### src/rtl/pc_trace_capture_pkg.sv
// pc_trace_capture_pkg
//   Shared definitions for the PC trace capture block: capture FSM state
//   encoding, trace entry width and the packed entry layout {pc, data}.
package pc_trace_capture_pkg;

  localparam int unsigned ENTRY_W = 64;

  typedef enum logic [1:0] {
    ST_IDLE    = 2'd0,
    ST_RUN     = 2'd1,
    ST_STOPPED = 2'd2
  } trace_state_e;

  typedef struct packed {
    logic [31:0] pc;
    logic [31:0] data;
  } trace_entry_t;

endpackage

### src/rtl/pc_trace_capture_fifo.sv
// trace_fifo
//   First-word-fall-through synchronous FIFO holding trace entries.
//   Ports:
//     clk, rst       clock, synchronous active-low reset
//     push, din      write request and entry
//     pop            read request (ignored while empty)
//     dout           head entry, zero while empty
//     full, empty    occupancy flags
//     count          occupancy 0..DEPTH
//   A push while full is accepted only when a pop happens in the same cycle.
module trace_fifo
  import pc_trace_capture_pkg::*;
#(
  parameter int unsigned DEPTH = 16
) (
  input  logic                       clk,
  input  logic                       rst,
  input  logic                       push,
  input  logic [ENTRY_W-1:0]         din,
  input  logic                       pop,
  output logic [ENTRY_W-1:0]         dout,
  output logic                       full,
  output logic                       empty,
  output logic [$clog2(DEPTH):0]     count
);

  localparam int unsigned AW = $clog2(DEPTH);
  localparam int unsigned CW = AW + 1;

  logic [ENTRY_W-1:0] mem [DEPTH];
  logic [AW-1:0]      wr_ptr;
  logic [AW-1:0]      rd_ptr;
  logic               push_acc;
  logic               pop_acc;

  assign empty    = (count == '0);
  assign full     = (count == CW'(DEPTH));
  assign pop_acc  = pop && !empty;
  assign push_acc = push && (!full || pop_acc);
  assign dout     = empty ? '0 : mem[rd_ptr];

  // Pointers are AW bits wide, so wrapping modulo DEPTH is implicit.
  always_ff @(posedge clk) begin
    if (!rst) begin
      wr_ptr <= '0;
      rd_ptr <= '0;
      count  <= '0;
    end else begin
      if (push_acc) wr_ptr <= wr_ptr + 1'b1;
      if (pop_acc)  rd_ptr <= rd_ptr + 1'b1;
      case ({push_acc, pop_acc})
        2'b10:   count <= count + 1'b1;
        2'b01:   count <= count - 1'b1;
        default: count <= count;
      endcase
    end
  end

  // Storage needs no reset: it is only observed through dout when non-empty.
  always_ff @(posedge clk) begin
    if (push_acc) mem[wr_ptr] <= din;
  end

endmodule

### src/rtl/pc_trace_capture.sv
// pc_trace_capture
//   Observes the processor's PCValue/WriteData pair, records one entry per
//   PC change into a FWFT FIFO, flags a halted core when the PC stays put for
//   HALT_CYCLES cycles, and drains entries through a valid/ready port.
//   Ports:
//     clk, rst             clock, synchronous active-low reset
//     PCValue, WriteData   observed architectural outputs
//     capture_en           arm (1) / disarm (0) capture
//     rd_ready             consumer accepts the head entry
//     rd_valid             FIFO non-empty
//     rd_pc, rd_data       head entry fields
//     count                FIFO occupancy
//     overflow             sticky: an entry was dropped
//     drop_count           saturating count of dropped entries
//     halted               high while the capture FSM is STOPPED
module pc_trace_capture
  import pc_trace_capture_pkg::*;
#(
  parameter int unsigned DEPTH       = 16,
  parameter int unsigned HALT_CYCLES = 8,
  parameter int unsigned DROP_W      = 8
) (
  input  logic                   clk,
  input  logic                   rst,
  input  logic [31:0]            PCValue,
  input  logic [31:0]            WriteData,
  input  logic                   capture_en,
  input  logic                   rd_ready,
  output logic                   rd_valid,
  output logic [31:0]            rd_pc,
  output logic [31:0]            rd_data,
  output logic [$clog2(DEPTH):0] count,
  output logic                   overflow,
  output logic [DROP_W-1:0]      drop_count,
  output logic                   halted
);

  localparam int unsigned SW = $clog2(HALT_CYCLES + 1);

  trace_state_e  state;
  logic [31:0]   last_pc;
  logic          first;
  logic [SW-1:0] stuck;

  logic          pc_change;
  logic          stuck_hit;
  logic          push;
  logic          pop;
  logic          fifo_full;
  logic          fifo_empty;
  logic          drop;
  trace_entry_t  wr_entry;
  trace_entry_t  head;

  assign pc_change = first || (PCValue != last_pc);
  assign stuck_hit = (stuck == SW'(HALT_CYCLES));

  // Disarm outranks halt detection, which in turn outranks capture.
  assign push = (state == ST_RUN) && capture_en && !stuck_hit && pc_change;
  assign pop  = rd_valid && rd_ready;
  assign drop = push && fifo_full && !pop;

  assign wr_entry = '{pc: PCValue, data: WriteData};

  trace_fifo #(
    .DEPTH(DEPTH)
  ) u_fifo (
    .clk   (clk),
    .rst   (rst),
    .push  (push),
    .din   (wr_entry),
    .pop   (pop),
    .dout  (head),
    .full  (fifo_full),
    .empty (fifo_empty),
    .count (count)
  );

  assign rd_valid = !fifo_empty;
  assign rd_pc    = head.pc;
  assign rd_data  = head.data;

  always_ff @(posedge clk) begin
    if (!rst) begin
      state   <= ST_IDLE;
      last_pc <= '0;
      first   <= 1'b0;
      stuck   <= '0;
      halted  <= 1'b0;
    end else begin
      case (state)
        ST_IDLE: begin
          if (capture_en) begin
            state <= ST_RUN;
            first <= 1'b1;
            stuck <= '0;
          end
        end
        ST_RUN: begin
          if (!capture_en) begin
            state <= ST_IDLE;
            stuck <= '0;
          end else if (stuck_hit) begin
            state  <= ST_STOPPED;
            halted <= 1'b1;
            stuck  <= '0;
          end else if (pc_change) begin
            last_pc <= PCValue;
            first   <= 1'b0;
            stuck   <= '0;
          end else begin
            // stuck_hit is false here, so +1 never passes HALT_CYCLES.
            stuck <= stuck + 1'b1;
          end
        end
        ST_STOPPED: begin
          if (!capture_en) begin
            state  <= ST_IDLE;
            halted <= 1'b0;
          end
        end
        default: begin
          state  <= ST_IDLE;
          halted <= 1'b0;
        end
      endcase
    end
  end

  always_ff @(posedge clk) begin
    if (!rst) begin
      overflow   <= 1'b0;
      drop_count <= '0;
    end else if (drop) begin
      overflow <= 1'b1;
      if (drop_count != '1) drop_count <= drop_count + 1'b1;
    end
  end

endmodule

### config.mk
export PLATFORM = sky130hd
export DESIGN_NAME = pc_trace_capture
export DESIGN_NICKNAME = d
export VERILOG_FILES = /design/src/rtl/pc_trace_capture_pkg.sv /design/src/rtl/pc_trace_capture_fifo.sv /design/src/rtl/pc_trace_capture.sv
export SDC_FILE = /design/constraint.sdc
export NUM_CORES = 1
export LEC_CHECK = 0
export CAP_MARGIN = 0
export CELL_PAD_IN_SITES_DETAIL_PLACEMENT = 1
export CELL_PAD_IN_SITES_GLOBAL_PLACEMENT = 1
export CORE_MARGIN = 5
export CORE_UTILIZATION = 45
export DETAILED_ROUTE_END_ITERATION = 16
export PLACE_DENSITY = 0.78
export SKIP_CTS_REPAIR_TIMING = 1
export SYNTH_ARGS = -nofsm -noshare
export SYNTH_HDL_FRONTEND = slang
export SYNTH_SLANG_ARGS = --single-unit
### constraint.sdc
create_clock -name clk -period 11.9 [get_ports clk]
set_input_delay 2.38 -clock clk [delete_from_list [all_inputs] [get_ports clk]]
set_output_delay 2.38 -clock clk [all_outputs]
set_load 0.01 [all_outputs]
Yosys cells after proc, flatten, opt, wreduce, memory -nomap -nowiden
Memory sizes are Yosys's and may differ from the RTL's. A register that Yosys moved wholly into a read port is not among the register bits. Cells that the tools add are included.

Register bits: 62. RAM bits: 1024. Input port bits: 68. Output and inout bits: 80. Logic and storage cells: 83. Memories kept: 1.

Add/sub/neg operators: 6. Eq/ne operators: 15. Mux-type cells: 25. Bitwise logic cells: 2. Reductions and logical operators: 24.

Memories: u_fifo.mem (depth 16, width 64, rd ports 1, clocked after Yosys merged registers in 1, write ports 1, line pc_trace_capture_fifo.sv:30) `logic [ENTRY_W-1:0] mem [DEPTH];`.

Operators with widths (count): 64-bit 2-to-1 mux (1); 32-bit inequality test (1); 4-bit 2-to-1 mux (6); 4-bit by 1-bit adder with 4-bit output (second input constant) (3); 2-bit inequality test (second input constant) (6); 5-bit case mux with 2 select lines (1); 1-bit 2-to-1 mux (9); 8-bit by 1-bit adder with 8-bit output (second input constant) (1); 1-bit logical AND (8); 2-bit 2-to-1 mux (4); 8-bit inequality test (second input constant) (1); 4-bit case mux with 2 select lines (1); 4-bit AND reduction (2); 2-bit case mux with 3 select lines (1); 5-bit by 1-bit adder with 5-bit output (second input constant) (1); 5-bit equality test (second input constant) (1); 5-bit zero test (1); 5-bit AND reduction (1); 5-bit by 1-bit subtractor with 5-bit output (second input constant) (1); 2-bit by 1-bit equality test with 1-bit output (second input constant) (2); 2-bit equality test (second input constant) (2); 4-bit equality test (second input constant) (1); 1-bit zero test (4); 2-bit AND reduction (2); other kinds (8) (11).

Longest topological paths before layout
Depth after elaboration: 8. Depth in mapped cells: 18.

Hierarchy
A second synthesis with hierarchy kept.

Cell total of the unflattened synthesis: 2033. Area, all modules: 42515.8 sq um.

By module, submodules not included: trace_fifo (instances 1, cells each 1739, area each 39994.6 sq um, sequential area each 31089.8 sq um); pc_trace_capture (instances 1, cells each 294, area each 2521.2 sq um, sequential area each 980.9 sq um).

Worst setup path before layout
Ideal clock, no wire load.

Kind: input to register. Start point: input PCValue[18]. End point: memory u_fifo.mem[12][0] (enable). Setup time: 0.665 ns. Data arrival time: 9.836 ns. Required time: 11.235 ns. Setup slack: 1.399 ns. Stages on the path: 7. Buffers on the path: 2. Cell sequence: xor2_1 a2111oi_4 o2111ai_2 nor4_4 buf_4 buf_6 nor4b_1.

Word-level cells in the longest chain between the ends: 6.

RTL lines: start, declared (line pc_trace_capture.sv:25) `input logic [31:0] PCValue,`; 32-bit inequality test (line pc_trace_capture.sv:55) `assign pc_change = first || (PCValue != last_pc);`; 1-bit logical OR (line pc_trace_capture.sv:55); 1-bit logical AND (line pc_trace_capture.sv:59) `assign push = (state == ST_RUN) && capture_en && !stuck_hit && pc_change;`; 1-bit logical AND (line pc_trace_capture_fifo.sv:39) `assign push_acc = push && (!full || pop_acc);`; 1-bit 2-to-1 mux (line pc_trace_capture_fifo.sv:61) `if (push_acc) mem[wr_ptr] <= din;`; 1-bit 2-to-1 mux (not written as such) (line pc_trace_capture_fifo.sv:61); end, declared (line pc_trace_capture_fifo.sv:30).

No other way between the ends.

Worst setup path in the final report
Start point: input PCValue[31]. End point: register u_fifo.count[4].

Word-level cells in the longest chain between the ends: 6.

RTL lines: 32-bit inequality test * (line pc_trace_capture.sv:55); 1-bit logical OR * (line pc_trace_capture.sv:55); 1-bit logical AND * (line pc_trace_capture.sv:59); 1-bit logical AND * (line pc_trace_capture_fifo.sv:39); 2-bit by 1-bit equality test with 1-bit output / 2-bit equality test (equally long branches) (line pc_trace_capture_fifo.sv:51) `case ({push_acc, pop_acc})`; 5-bit case mux with 2 select lines / 2-bit nonzero test (equally long branches); end signal, assigned (line pc_trace_capture_fifo.sv:52) `2'b10: count <= count + 1'b1;`; end signal, assigned (line pc_trace_capture_fifo.sv:53) `2'b01: count <= count - 1'b1;`; end signal, assigned (line pc_trace_capture_fifo.sv:54) `default: count <= count;`; end, declared (line pc_trace_capture_fifo.sv:24) `output logic [$clog2(DEPTH):0] count`.

Every way passes the cells marked *; elsewhere a longest branch is shown, timed or not. A chain may end at the register's enable or synchronous reset.

==> impl_metrics.toml <==
[outcome]
status = "finished, final reports clean"

[sta]
finalClockSkew_ps = 30.5
fin_crit_sh_pct = 58.9
drv_slew = 0
tns_ps = 0
min_period_ps = 7010
worst_slew_pin_slew_ps = 1150
rsz0062_at_grt = "no"
setup_viol = 0
hold_viol = 0
max-slew-margin-rel_pct = 23.4
max_freq_mhz = 143

[floorplan]
dieArea_mm2 = 0.100
die_h_um = 316
ios = 148
initial_core_util_pct = 45.3
core_area_mm2 = 0.0932
num_rows = 112
die_x_um = 316

[synth]
syn-num-nets = 1978
synth_edf_count = 1024
synth-async-reset-ratio_pct = 0
yosysSeqAreaShare_pct = 75.9
ys_ff_latch = 1090
yosysWarningCount = 0
syn_area_mm2 = 0.0423
ys.flop_type = "edfxtp_1"
synth_cell_types = 55
syn_area_per_cell_um2 = 22.3
synth_cells = 1898

[worst_setup_path]
crit_arrival_ps = 7600
crit_start = "PCValue[31]"
r2r_cells = 16
cp-start-kind = "primary input"
crit_path_end = "u_fifo.count[4]"
critPathKind = "primary input to register"
crit_fanout = 24
endpoint_kind = "register"
required_ps = 12490
rr_endpoint = "u_fifo.count[4]"
r2r_start = "last_pc[12]"
r2r_slack_ps = 7220

[clock_tree]
clk_path_buf_depth = 3
cts_root_buf = "clkbuf_16"
cts_made_buffers = 106
clock_latency_ps = 700
path_clk_slew_ps = 60
cts_sinks = 1090
htreeDepth = 3
cts_tree = "built"

[power_and_ir_drop]
ir_worst_vdd_uv = 474
power_w = 0.00948
p_per_area_mw_per_mm2 = 195
p_leak_nw = 14.8

[routing]
drt_first_pass_iters = 5
via_count = 20260
wl_per_cell_um = 29.8
drcViolationCount = 0
drt_iter0_markers = 2068
ant_nets = 0
drt_wl_total_um = 102000
viasPerCell = 5.91

[place]
place_congestion = 0.747
dp_hpwl_um = 54800
io_buffers = 147
dpl-instance-area_mm2 = 0.0452

[run]
cap_violations = 0

[global_route]
grt_max_degree = 142
grt.total_usage_pct = 20.5
grt_pass1_wl_um = 152000
grt-ovfl-total = 0
antenna_found_initial = 8
grt_pass1_vias = 22157

[finish]
final_layout_size_suffix_gt1_share_pct = 24.6
area_growth_pct = 15.1
layout_commonest_cell = "edfxtp_1"
design_area_mm2 = 0.0486
mostFrequentLayoutCells = "1024 x edfxtp_1, 320 x mux4_2, 146 x clkdlybuf4s50_1"
nets = 2163
n_fill_cell = 8107

[min_path]
min_from = "last_pc[14]"
hold_class = "register to register"
sequential cells by signal, indices dropped and copies added, names as in the netlist, 2 cells and up, named ones only:
signal,cells
drop_count,8
state,2
stuck,4
u_fifo.rd_ptr,4
u_fifo.count,5
u_fifo.wr_ptr,4
last_pc,32
u_fifo.mem,1024
per-stage QoR:
stage | util (%) | hold slack (ps) | instances | setup slack, ps
after global routing | 52.2 | 486 | 3425 | 4490
after detailed placement | 48.5 | 466 | 3229 | 4090
final | 52.2 | 470 | 3426 | 4890
after global placement | 48.5 | 443 | 3229 | 4350
after floorplan | - | 435 | 1898 | 1400
after CTS | 52.2 | 474 | 3425 | 4830
area by class of cell:
| type | count | area [µm²] | area share, % |
|---|---|---|---|
| flip-flops and latches | 1090 | 32100 | 66.0 |
| multi-input cells | 690 | 9760 | 20.1 |
| clock buffers | 126 | 2760 | 5.67 |
| repair buffers | 178 | 1740 | 3.57 |
| well taps | 1254 | 1570 | 3.23 |
| clock inverters | 70 | 654 | 1.35 |
| inverters | 17 | 63.8 | 0.131 |
| diodes | 1 | 2.50 | 0.00515 |
cell usage after synthesis, types with 2 or more instances:
| library cell | instances | area [µm²] |
|---|---|---|
| edfxtp_1 | 1024 | 30700 |
| mux4_2 | 320 | 7210 |
| nand2_1 | 87 | 327 |
| dfxtp_1 | 66 | 1320 |
| and2_1 | 65 | 407 |
| clkbuf_1 | 57 | 214 |
| mux2i_1 | 41 | 410 |
| buf_2 | 28 | 140 |
| xor2_1 | 26 | 228 |
| inv_1 | 17 | 63.8 |
| nor2_1 | 15 | 56.3 |
| a21oi_1 | 14 | 70.1 |
| and3_1 | 14 | 87.6 |
| nand2b_1 | 14 | 87.6 |
| ha_1 | 12 | 150 |
| buf_1 | 10 | 37.5 |
| nand3_1 | 9 | 45.0 |
| nor2b_1 | 8 | 50.1 |
| buf_6 | 5 | 56.3 |
| nor4_1 | 5 | 31.3 |
| nor4b_1 | 4 | 35.0 |
| o31ai_1 | 4 | 30.0 |
| or3_1 | 4 | 25.0 |
| a31oi_1 | 3 | 18.8 |
| nand3b_1 | 3 | 22.5 |
| nand4_1 | 3 | 18.8 |
| nor3_1 | 3 | 15.0 |
| o2111a_1 | 3 | 33.8 |
| o21ai_1 | 3 | 15.0 |
| or4_1 | 3 | 22.5 |
| nor4_2 | 2 | 25.0 |
| o21ai_0 | 2 | 10.0 |
| xnor2_1 | 2 | 17.5 |
metal layers:
layer | wire length, µm | share of wire (%) | up-vias | track usage [%]
met5 | 41 | 0.040 | - | 0
met1 | 41300 | 40 | 10997 | 27.9
met3 | 5840 | 5.7 | 156 | 2.77
met2 | 52800 | 52 | 825 | 35.6
li1 | - | - | 8276 | -
met4 | 2270 | 2.2 | 6 | 5.28
logic make-up after synthesis:
group,share of synthesized area (%)
flops,75.9
mux,18.0
simple gates,3.10
buf+inv,1.23
compound gates,0.797
xor+xnor,0.580
fa+ha+maj,0.355
worst min-delay path by stage:
stage / cells after the start / to / slack [ps]
after global routing: 2 / last_pc[14] / 490
after detailed placement: 2 / last_pc[13] / 470
after floorplan: 2 / last_pc[21] / 430
final: 2 / last_pc[14] / 470
after CTS: 2 / last_pc[14] / 470
after global placement: 2 / last_pc[21] / 440
power breakdown:
part / switching, W / internal (W) / leakage, nW / total (W)
Combinational: 0.000862 / 0.000999 / 3.36 / 0.00186
Clock: 0.00144 / 0.00189 / 1.67 / 0.00333
Sequential: 0.0000688 / 0.00422 / 9.75 / 0.00428
Total: 0.00237 / 0.00711 / 14.8 / 0.00948
worst max-delay path: stages:
cell and delay [ps]:
clkdlybuf4s50_1 990, xor2_1 190, nor4_1 680, o2111ai_2 310, nor4_4 320, buf_4 330, nor2_1 320, inv_1 200
ha_1 390, xor2_1 190, ha_1 210, a21boi_0 220, o22a_1 170, a21oi_1 80, xor2_1 150, or3_1 320
a21oi_1 140
(Power assumes the default switching activity.)
